## src/rtl/wb_cp0_stage_pkg.sv

```systemverilog
// rtl/wb_cp0_stage_pkg.sv - shared widths, CP0 addresses, exception codes and WB bus layout
package wb_cp0_stage_pkg;
  localparam int MS_TO_WS_BUS_WD = 116;
  localparam int WS_TO_RF_BUS_WD = 38;

  localparam logic [4:0] CR_BADVADDR = 5'd8;
  localparam logic [4:0] CR_COUNT    = 5'd9;
  localparam logic [4:0] CR_COMPARE  = 5'd11;
  localparam logic [4:0] CR_STATUS   = 5'd12;
  localparam logic [4:0] CR_CAUSE    = 5'd13;
  localparam logic [4:0] CR_EPC      = 5'd14;

  localparam logic [4:0] EXC_INT  = 5'd0;
  localparam logic [4:0] EXC_ADEL = 5'd4;
  localparam logic [4:0] EXC_ADES = 5'd5;
  localparam logic [4:0] EXC_SYS  = 5'd8;
  localparam logic [4:0] EXC_BP   = 5'd9;
  localparam logic [4:0] EXC_RI   = 5'd10;
  localparam logic [4:0] EXC_OV   = 5'd12;

  // Only BEV survives the reset mask; it is hardwired from then on.
  localparam logic [31:0] STATUS_RESET = 32'h00400000;

  typedef struct packed {
    logic [31:0] badvaddr;
    logic        ex;
    logic [4:0]  ex_code;
    logic        mtc0;
    logic [4:0]  cp0_addr;
    logic        eret;
    logic        bd;
    logic        gr_we;
    logic [4:0]  dest;
    logic [31:0] result;
    logic [31:0] pc;
  } ms_to_ws_t;

  typedef enum logic [2:0] {
    ACT_NONE,
    ACT_INT,
    ACT_EXC,
    ACT_ERET,
    ACT_MTC0
  } wb_action_e;
endpackage

```

## src/rtl/wb_cp0_stage_cp0_regs.sv

```systemverilog
// rtl/wb_cp0_stage_cp0_regs.sv - CP0 register file with Count/Compare timer and interrupt request
module cp0_regs
  import wb_cp0_stage_pkg::*;
#(
  parameter int HW_INT_N  = 6,
  parameter int COUNT_DIV = 2
) (
  input  logic                clk,
  input  logic                resetn,
  input  logic [HW_INT_N-1:0] hw_int,
  input  logic                exc_take,
  input  logic                exc_int,
  input  logic [4:0]          exc_code,
  input  logic                exc_bd,
  input  logic [31:0]         exc_pc,
  input  logic [31:0]         exc_badvaddr,
  input  logic                eret_take,
  input  logic                mtc0_we,
  input  logic [4:0]          mtc0_addr,
  input  logic [31:0]         mtc0_wdata,
  input  logic [4:0]          mfc0_raddr,
  output logic [31:0]         mfc0_rdata,
  output logic [31:0]         epc,
  output logic                int_req
);
  localparam logic [1:0] DIV_LAST = 2'(COUNT_DIV - 1);

  logic [7:0]  im;
  logic        exl, ie;
  logic        bd_q, ti;
  logic [5:0]  hw_ip;
  logic [1:0]  sw_ip;
  logic [4:0]  exc_code_q;
  logic [31:0] badvaddr_q, count_q, compare_q;
  logic [1:0]  div_cnt;
  logic [7:0]  ip;
  logic [31:0] count_inc;
  logic        count_tick, wr_count, wr_compare;

  // The timer shares IP7 with the highest hardware line.
  assign ip         = {hw_ip[5] | ti, hw_ip[4:0], sw_ip};
  assign int_req    = ie && !exl && |(ip & im);
  assign count_tick = (div_cnt == DIV_LAST);
  assign count_inc  = count_q + 32'd1;
  assign wr_count   = mtc0_we && (mtc0_addr == CR_COUNT);
  assign wr_compare = mtc0_we && (mtc0_addr == CR_COMPARE);

  always_ff @(posedge clk or negedge resetn) begin
    if (!resetn) begin
      im         <= '0;
      exl        <= 1'b0;
      ie         <= 1'b0;
      bd_q       <= 1'b0;
      ti         <= 1'b0;
      hw_ip      <= '0;
      sw_ip      <= '0;
      exc_code_q <= '0;
      epc        <= '0;
      badvaddr_q <= '0;
      count_q    <= '0;
      compare_q  <= '0;
      div_cnt    <= '0;
    end else begin
      hw_ip <= 6'(hw_int);

      if (wr_count) begin
        count_q <= mtc0_wdata;
        div_cnt <= '0;
      end else if (count_tick) begin
        count_q <= count_inc;
        div_cnt <= '0;
      end else begin
        div_cnt <= div_cnt + 2'd1;
      end

      if (wr_compare) begin
        compare_q <= mtc0_wdata;
        ti        <= 1'b0;
      end else if (!wr_count && count_tick && (count_inc == compare_q)) begin
        ti <= 1'b1;
      end

      if (exc_take) begin
        exl        <= 1'b1;
        exc_code_q <= exc_int ? EXC_INT : exc_code;
        // A nested exception keeps the original return point.
        if (!exl) begin
          bd_q <= exc_bd;
          epc  <= exc_bd ? exc_pc - 32'd4 : exc_pc;
        end
        if (!exc_int && (exc_code == EXC_ADEL || exc_code == EXC_ADES))
          badvaddr_q <= exc_badvaddr;
      end else if (eret_take) begin
        exl <= 1'b0;
      end else if (mtc0_we) begin
        case (mtc0_addr)
          CR_BADVADDR: badvaddr_q <= mtc0_wdata;
          CR_STATUS: begin
            im  <= mtc0_wdata[15:8];
            exl <= mtc0_wdata[1];
            ie  <= mtc0_wdata[0];
          end
          CR_CAUSE: sw_ip <= mtc0_wdata[9:8];
          CR_EPC:   epc   <= mtc0_wdata;
          default: ;
        endcase
      end
    end
  end

  always_comb begin
    mfc0_rdata = '0;
    case (mfc0_raddr)
      CR_BADVADDR: mfc0_rdata = badvaddr_q;
      CR_COUNT:    mfc0_rdata = count_q;
      CR_COMPARE:  mfc0_rdata = compare_q;
      CR_STATUS:   mfc0_rdata = STATUS_RESET | {16'b0, im, 6'b0, exl, ie};
      CR_CAUSE:    mfc0_rdata = {bd_q, ti, 14'b0, ip, 1'b0, exc_code_q, 2'b0};
      CR_EPC:      mfc0_rdata = epc;
      default:     mfc0_rdata = '0;
    endcase
  end
endmodule

```

## src/rtl/wb_cp0_stage.sv

```systemverilog
// rtl/wb_cp0_stage.sv - writeback stage: RF write, trace, exception/eret/mtc0 dispatch to CP0
module wb_cp0_stage
  import wb_cp0_stage_pkg::*;
#(
  parameter int          HW_INT_N  = 6,
  parameter logic [31:0] EX_VECTOR = 32'hBFC00380,
  parameter int          COUNT_DIV = 2
) (
  input  logic                       clk,
  input  logic                       resetn,
  input  logic                       ms_to_ws_valid,
  input  logic [MS_TO_WS_BUS_WD-1:0] ms_to_ws_bus,
  output logic                       ws_allowin,
  output logic [WS_TO_RF_BUS_WD-1:0] ws_to_rf_bus,
  output logic [31:0]                debug_wb_pc,
  output logic [3:0]                 debug_wb_rf_wen,
  output logic [4:0]                 debug_wb_rf_wnum,
  output logic [31:0]                debug_wb_rf_wdata,
  output logic [4:0]                 ws_dest,
  output logic [31:0]                ws_dest_data,
  input  logic [HW_INT_N-1:0]        hw_int,
  output logic                       ws_flush,
  output logic [31:0]                ws_flush_pc,
  input  logic [4:0]                 mfc0_raddr,
  output logic [31:0]                mfc0_rdata
);
  ms_to_ws_t   ws_bus;
  logic        ws_valid;
  wb_action_e  action;
  logic        int_req, rf_we, exc_take, eret_take;
  logic [31:0] epc;

  assign ws_allowin = 1'b1;

  always_ff @(posedge clk or negedge resetn) begin
    if (!resetn) begin
      ws_valid <= 1'b0;
      ws_bus   <= '0;
    end else begin
      if (ws_flush)        ws_valid <= 1'b0;
      else if (ws_allowin) ws_valid <= ms_to_ws_valid;
      if (ms_to_ws_valid && ws_allowin) ws_bus <= ms_to_ws_bus;
    end
  end

  // Exactly one action per instruction; an interrupt pre-empts whatever sits in WB.
  always_comb begin
    action = ACT_NONE;
    if (ws_valid) begin
      if (int_req)            action = ACT_INT;
      else if (ws_bus.ex)     action = ACT_EXC;
      else if (ws_bus.eret)   action = ACT_ERET;
      else if (ws_bus.mtc0)   action = ACT_MTC0;
    end
  end

  assign exc_take    = (action == ACT_INT) || (action == ACT_EXC);
  assign eret_take   = (action == ACT_ERET);
  assign ws_flush    = exc_take || eret_take;
  assign ws_flush_pc = eret_take ? epc : EX_VECTOR;
  assign rf_we       = ws_valid && ws_bus.gr_we && !ws_flush;

  assign ws_to_rf_bus      = {rf_we, ws_bus.dest, ws_bus.result};
  assign debug_wb_pc       = ws_bus.pc;
  assign debug_wb_rf_wen   = {4{rf_we}};
  assign debug_wb_rf_wnum  = ws_bus.dest;
  assign debug_wb_rf_wdata = ws_bus.result;
  assign ws_dest           = ws_bus.dest & {5{ws_valid}};
  assign ws_dest_data      = ws_bus.result;

  cp0_regs #(
    .HW_INT_N (HW_INT_N),
    .COUNT_DIV(COUNT_DIV)
  ) u_cp0_regs (
    .clk         (clk),
    .resetn      (resetn),
    .hw_int      (hw_int),
    .exc_take    (exc_take),
    .exc_int     (action == ACT_INT),
    .exc_code    (ws_bus.ex_code),
    .exc_bd      (ws_bus.bd),
    .exc_pc      (ws_bus.pc),
    .exc_badvaddr(ws_bus.badvaddr),
    .eret_take   (eret_take),
    .mtc0_we     (action == ACT_MTC0),
    .mtc0_addr   (ws_bus.cp0_addr),
    .mtc0_wdata  (ws_bus.result),
    .mfc0_raddr  (mfc0_raddr),
    .mfc0_rdata  (mfc0_rdata),
    .epc         (epc),
    .int_req     (int_req)
  );
endmodule

```

## config.mk

```make
export PLATFORM = sky130hd
export DESIGN_NAME = wb_cp0_stage
export DESIGN_NICKNAME = d
export VERILOG_FILES = /design/src/rtl/wb_cp0_stage_pkg.sv /design/src/rtl/wb_cp0_stage_cp0_regs.sv /design/src/rtl/wb_cp0_stage.sv
export SDC_FILE = /design/constraint.sdc
export NUM_CORES = 1
export LEC_CHECK = 0
export CORE_MARGIN = 10
export CORE_UTILIZATION = 51
export CTS_CLUSTER_SIZE = 30
export DETAILED_ROUTE_END_ITERATION = 6
export PLACE_DENSITY = 0.89
export SLEW_MARGIN = 20
export SYNTH_ARGS = -nofsm -noshare
export SYNTH_HDL_FRONTEND = slang
export SYNTH_HIERARCHICAL = 1
export SYNTH_SLANG_ARGS = --single-unit
export TNS_END_PERCENT = 1
```

## constraint.sdc

```tcl
create_clock -name clk -period 3.7 [get_ports clk]
set_input_delay 0.37 -clock clk [delete_from_list [all_inputs] [get_ports clk]]
set_output_delay 0.37 -clock clk [all_outputs]
set_load 0.02 [all_outputs]
```

==> results by group <==
Synthesis
  – Post-synthesis cell area: 0.01510 mm²
  – FF+latch count, synth: 272
  – Post-synthesis average cell area: 10.33 µm²
  – Synth area leaders: dfrtp_1, mux2_2, buf_4, xnor2_1, o21ai_0
  – Top-area cell type share of the netlist area: 45.08%
  – Ys flop type: dfrtp_1
  – Synth cell types: 70
  – Share of async-settable or async-resettable flops after synthesis: 100.0%
  – Synth area leader: dfrtp_1
  – Syn_nets: 1594
  – Mapped Cells: 1462
  – Register area share after synthesis: 45.08%
  – Number of synthesized flops with an enable pin: 0
  – Synth Warn #: 6

Layout
  – Register area: 0.006807 mm²
  – Post-Layout Cell Count: 2038
  – Multi-input logic area: 0.006824 mm²
  – Layout area overhead: 25.06%
  – Layout cells sized above 1: 15.74%
  – Design area: 0.01888 mm²
  – Nets: 1763
  – Fill count: 2140

Clock tree
  – Worst-path clk slew: 70 ps
  – CTS H-Tree Depth: 1
  – TritonCTS Buffers: 28
  – Clk sink count: 272
  – CTS tree: done
  – Root Buffer: clkbuf_16
  – Clk buf depth: 3
  – Clock Latency Late Sink: 550 ps

Floorplan
  – Initial Util: 52.18%
  – Die Y: 192.1 µm
  – Rows: 62
  – Io pins: 344
  – Total core area: 0.02894 mm²
  – Area of the die: 0.03689 mm²
  – Die X: 192.1 µm

Placement
  – Placed inst area: 0.01783 mm²
  – Number of port buffers: 342
  – Post-DP HPWL: 37430 µm
  – Routability cong.: 0.9484
  – Placed Instances: 1983

Setup path
  – Critical Path Start Type: register
  – Setup crit end kind: primary output
  – Required @ worst endpoint: 3330 ps
  – Crit path DAT: 3170 ps
  – Reg2reg start: u_cp0_regs/im[0]
  – CP Max Fanout: 21
  – Worst setup path class: register to primary output
  – Setup crit start: u_cp0_regs/im[0]

GRT
  – Vias in the first global route: 12370
  – Gr ovfl total: 0
  – Gr usage total: 26.26%
  – Initial antenna violation count: 5
  – First-pass GRT wire length: 75020 µm
  – Largest net degree at the start of global routing: 87

STA
  – Clock skew: 16.91 ps
  – Achievable Freq: 282.1 MHz
  – Final Hold Fails: 0
  – Max_slew headroom: 46.84%
  – Final setup fails: 0
  – RSZ-0062 raised after global routing: false
  – Fin Setup TNS: 0 ps
  – Period utilization: 95.81%
  – Slew @ Worst Pin: 797.5 ps
  – Final min period: 3545 ps
  – Fin. max-slew vios: 0

Power
  – PD cells: 511.4 mW/mm²
  – LEAKAGE: 7.638 nW
  – VDD IR max: 0.0003579 V
  – Pwr Total: 0.009656 W

Flow run
  – Max cap viols: 0

Detailed routing
  – DRT antenna net count: 0
  – DRT Pass-1 Iters: 7
  – DR vias/cell: 5.964
  – 1st-iter DRT viols: 1460
  – Via Count: 12160
  – DRC violations left: 4
  – Total Wirelength: 49880 µm
  – Routed wire length per instance: 24.48 µm

Hold path
  – Hold crit path type: input pin to register
  – Hold Startpoint: hw_int[4]

Status
  – Status: complete, but fails checks
  – Failing checks: design-rule violations
state kept, by name, summed over array words and instances, names as in the netlist, 8 cells and up:
name                   cells
ws_bus                    47
debug_wb_pc               32
debug_wb_rf_wdata         32
u_cp0_regs/count_q        32
u_cp0_regs/im              8
u_cp0_regs/badvaddr_q     32
u_cp0_regs/epc            32
u_cp0_regs/compare_q      32
kinds of logic after synthesis:
| logic type | Yosys count | synth area share [%] |
|---|---|---|
| mux | 196 | 14.34 |
| other cells | 1 | 0.02484 |
| simple gates | 399 | 14.04 |
| fa+ha+maj | 3 | 0.2320 |
| buf+inv | 243 | 10.10 |
| flops | 272 | 45.08 |
| compound gates | 257 | 10.90 |
| xor+xnor | 91 | 5.278 |
per-layer routing:
metal / GRT usage, % / share of wire, % / wire length, µm
met2: 42.00 / 47 / 23690
met3: 7.345 / 10 / 5011
met4: 8.736 / 3.2 / 1579
met5: 0 / 0.11 / 53
met1: 33.71 / 39 / 19550
per-stage QoR:
stage / hold WS, ps / util, % / setup slack, ps
after global placement: 428.9 / 61.64 / 156.2
after detailed placement: 432.3 / 61.64 / 19.55
final: 261.3 / 65.26 / 155.1
after floorplan: 74.41 / - / 619.7
after global routing: 250.0 / 65.26 / 12.42
after CTS: 253.8 / 65.24 / 125.0
cells in the mapped netlist, types with 11 or more instances:
master	number
dfrtp_1	272
mux2_2	160
buf_4	146
nand2_1	113
o21ai_0	86
nor2_1	67
a21oi_1	61
clkbuf_1	58
xnor2_1	56
xor2_1	35
a22oi_1	34
mux2i_1	33
and2_1	32
nand3_1	31
nand2b_1	24
nor3_1	23
nand4_1	18
a221o_1	15
a22o_1	15
buf_2	15
and3_1	14
nor4_1	12
inv_1	11
nor2b_1	11
critical path, cell delays in order (launching register included):
cell and delay [ps]:
dfrtp_1 390, a22o_1 230, a221oi_1 280, a311oi_1 280, and4bb_4 380, buf_4 250, and2_1 170, clkdlybuf4s50_1 640
power by group:
part	switching, W	internal [W]
sequential	0.000815	0.00355
clock	0.00119	0.00192
combinational	0.00110	0.00109
total	0.00310	0.00655
cell usage in the layout, fill, tap and decap left out, types with 29 or more instances in the layout:
master           netlist  routed
a22oi_1               34      34
clkdlybuf4s50_1        0     340
clkbuf_16              0      29
o21ai_0               86      86
dfrtp_1              272     272
mux2i_1               33      33
and2_1                32      32
xor2_1                35      35
nand2_1              113     113
a21oi_1               61      61
mux2_2               160     160
nand3_1               31      31
nor2_1                67      65
xnor2_1               56      56
worst paths after layout:
kind | endpoint | slack (ps) | cells after the start
worst min register to register | u_cp0_regs/div_cnt[0] | 490 | 1
worst max-delay path | ws_flush_pc[12] | 160 | 7
max in group asynchronous | debug_wb_rf_wnum[1] | 2360 | 3
worst max register to register | u_cp0_regs/sw_ip[1] | 200 | 9
min in group asynchronous | debug_wb_rf_wdata[25] | 430 | 2
worst min-delay path | u_cp0_regs/hw_ip[4] | 260 | 1
area by class of cell:
class | instances | area share (%)
Multi-Input combinational cell | 947 | 36.14
Sequential cell | 272 | 36.05
Timing Repair Buffer | 371 | 19.64
Clock buffer | 42 | 4.473
Tap cell | 384 | 2.544
Clock inverter | 9 | 0.9144
Inverter | 11 | 0.2187
Antenna cell | 2 | 0.02650
what timing repair did:
action / in CTS / in global routing
setup buffers: 1 / 0
setup endpoints to repair: 19 / 0
gates resized for setup: 1 / 0
endpoints found under the hold margin: 83 / 0
hold buffers: 1 / 0
Note: power is estimated with default switching activity, not from simulation.
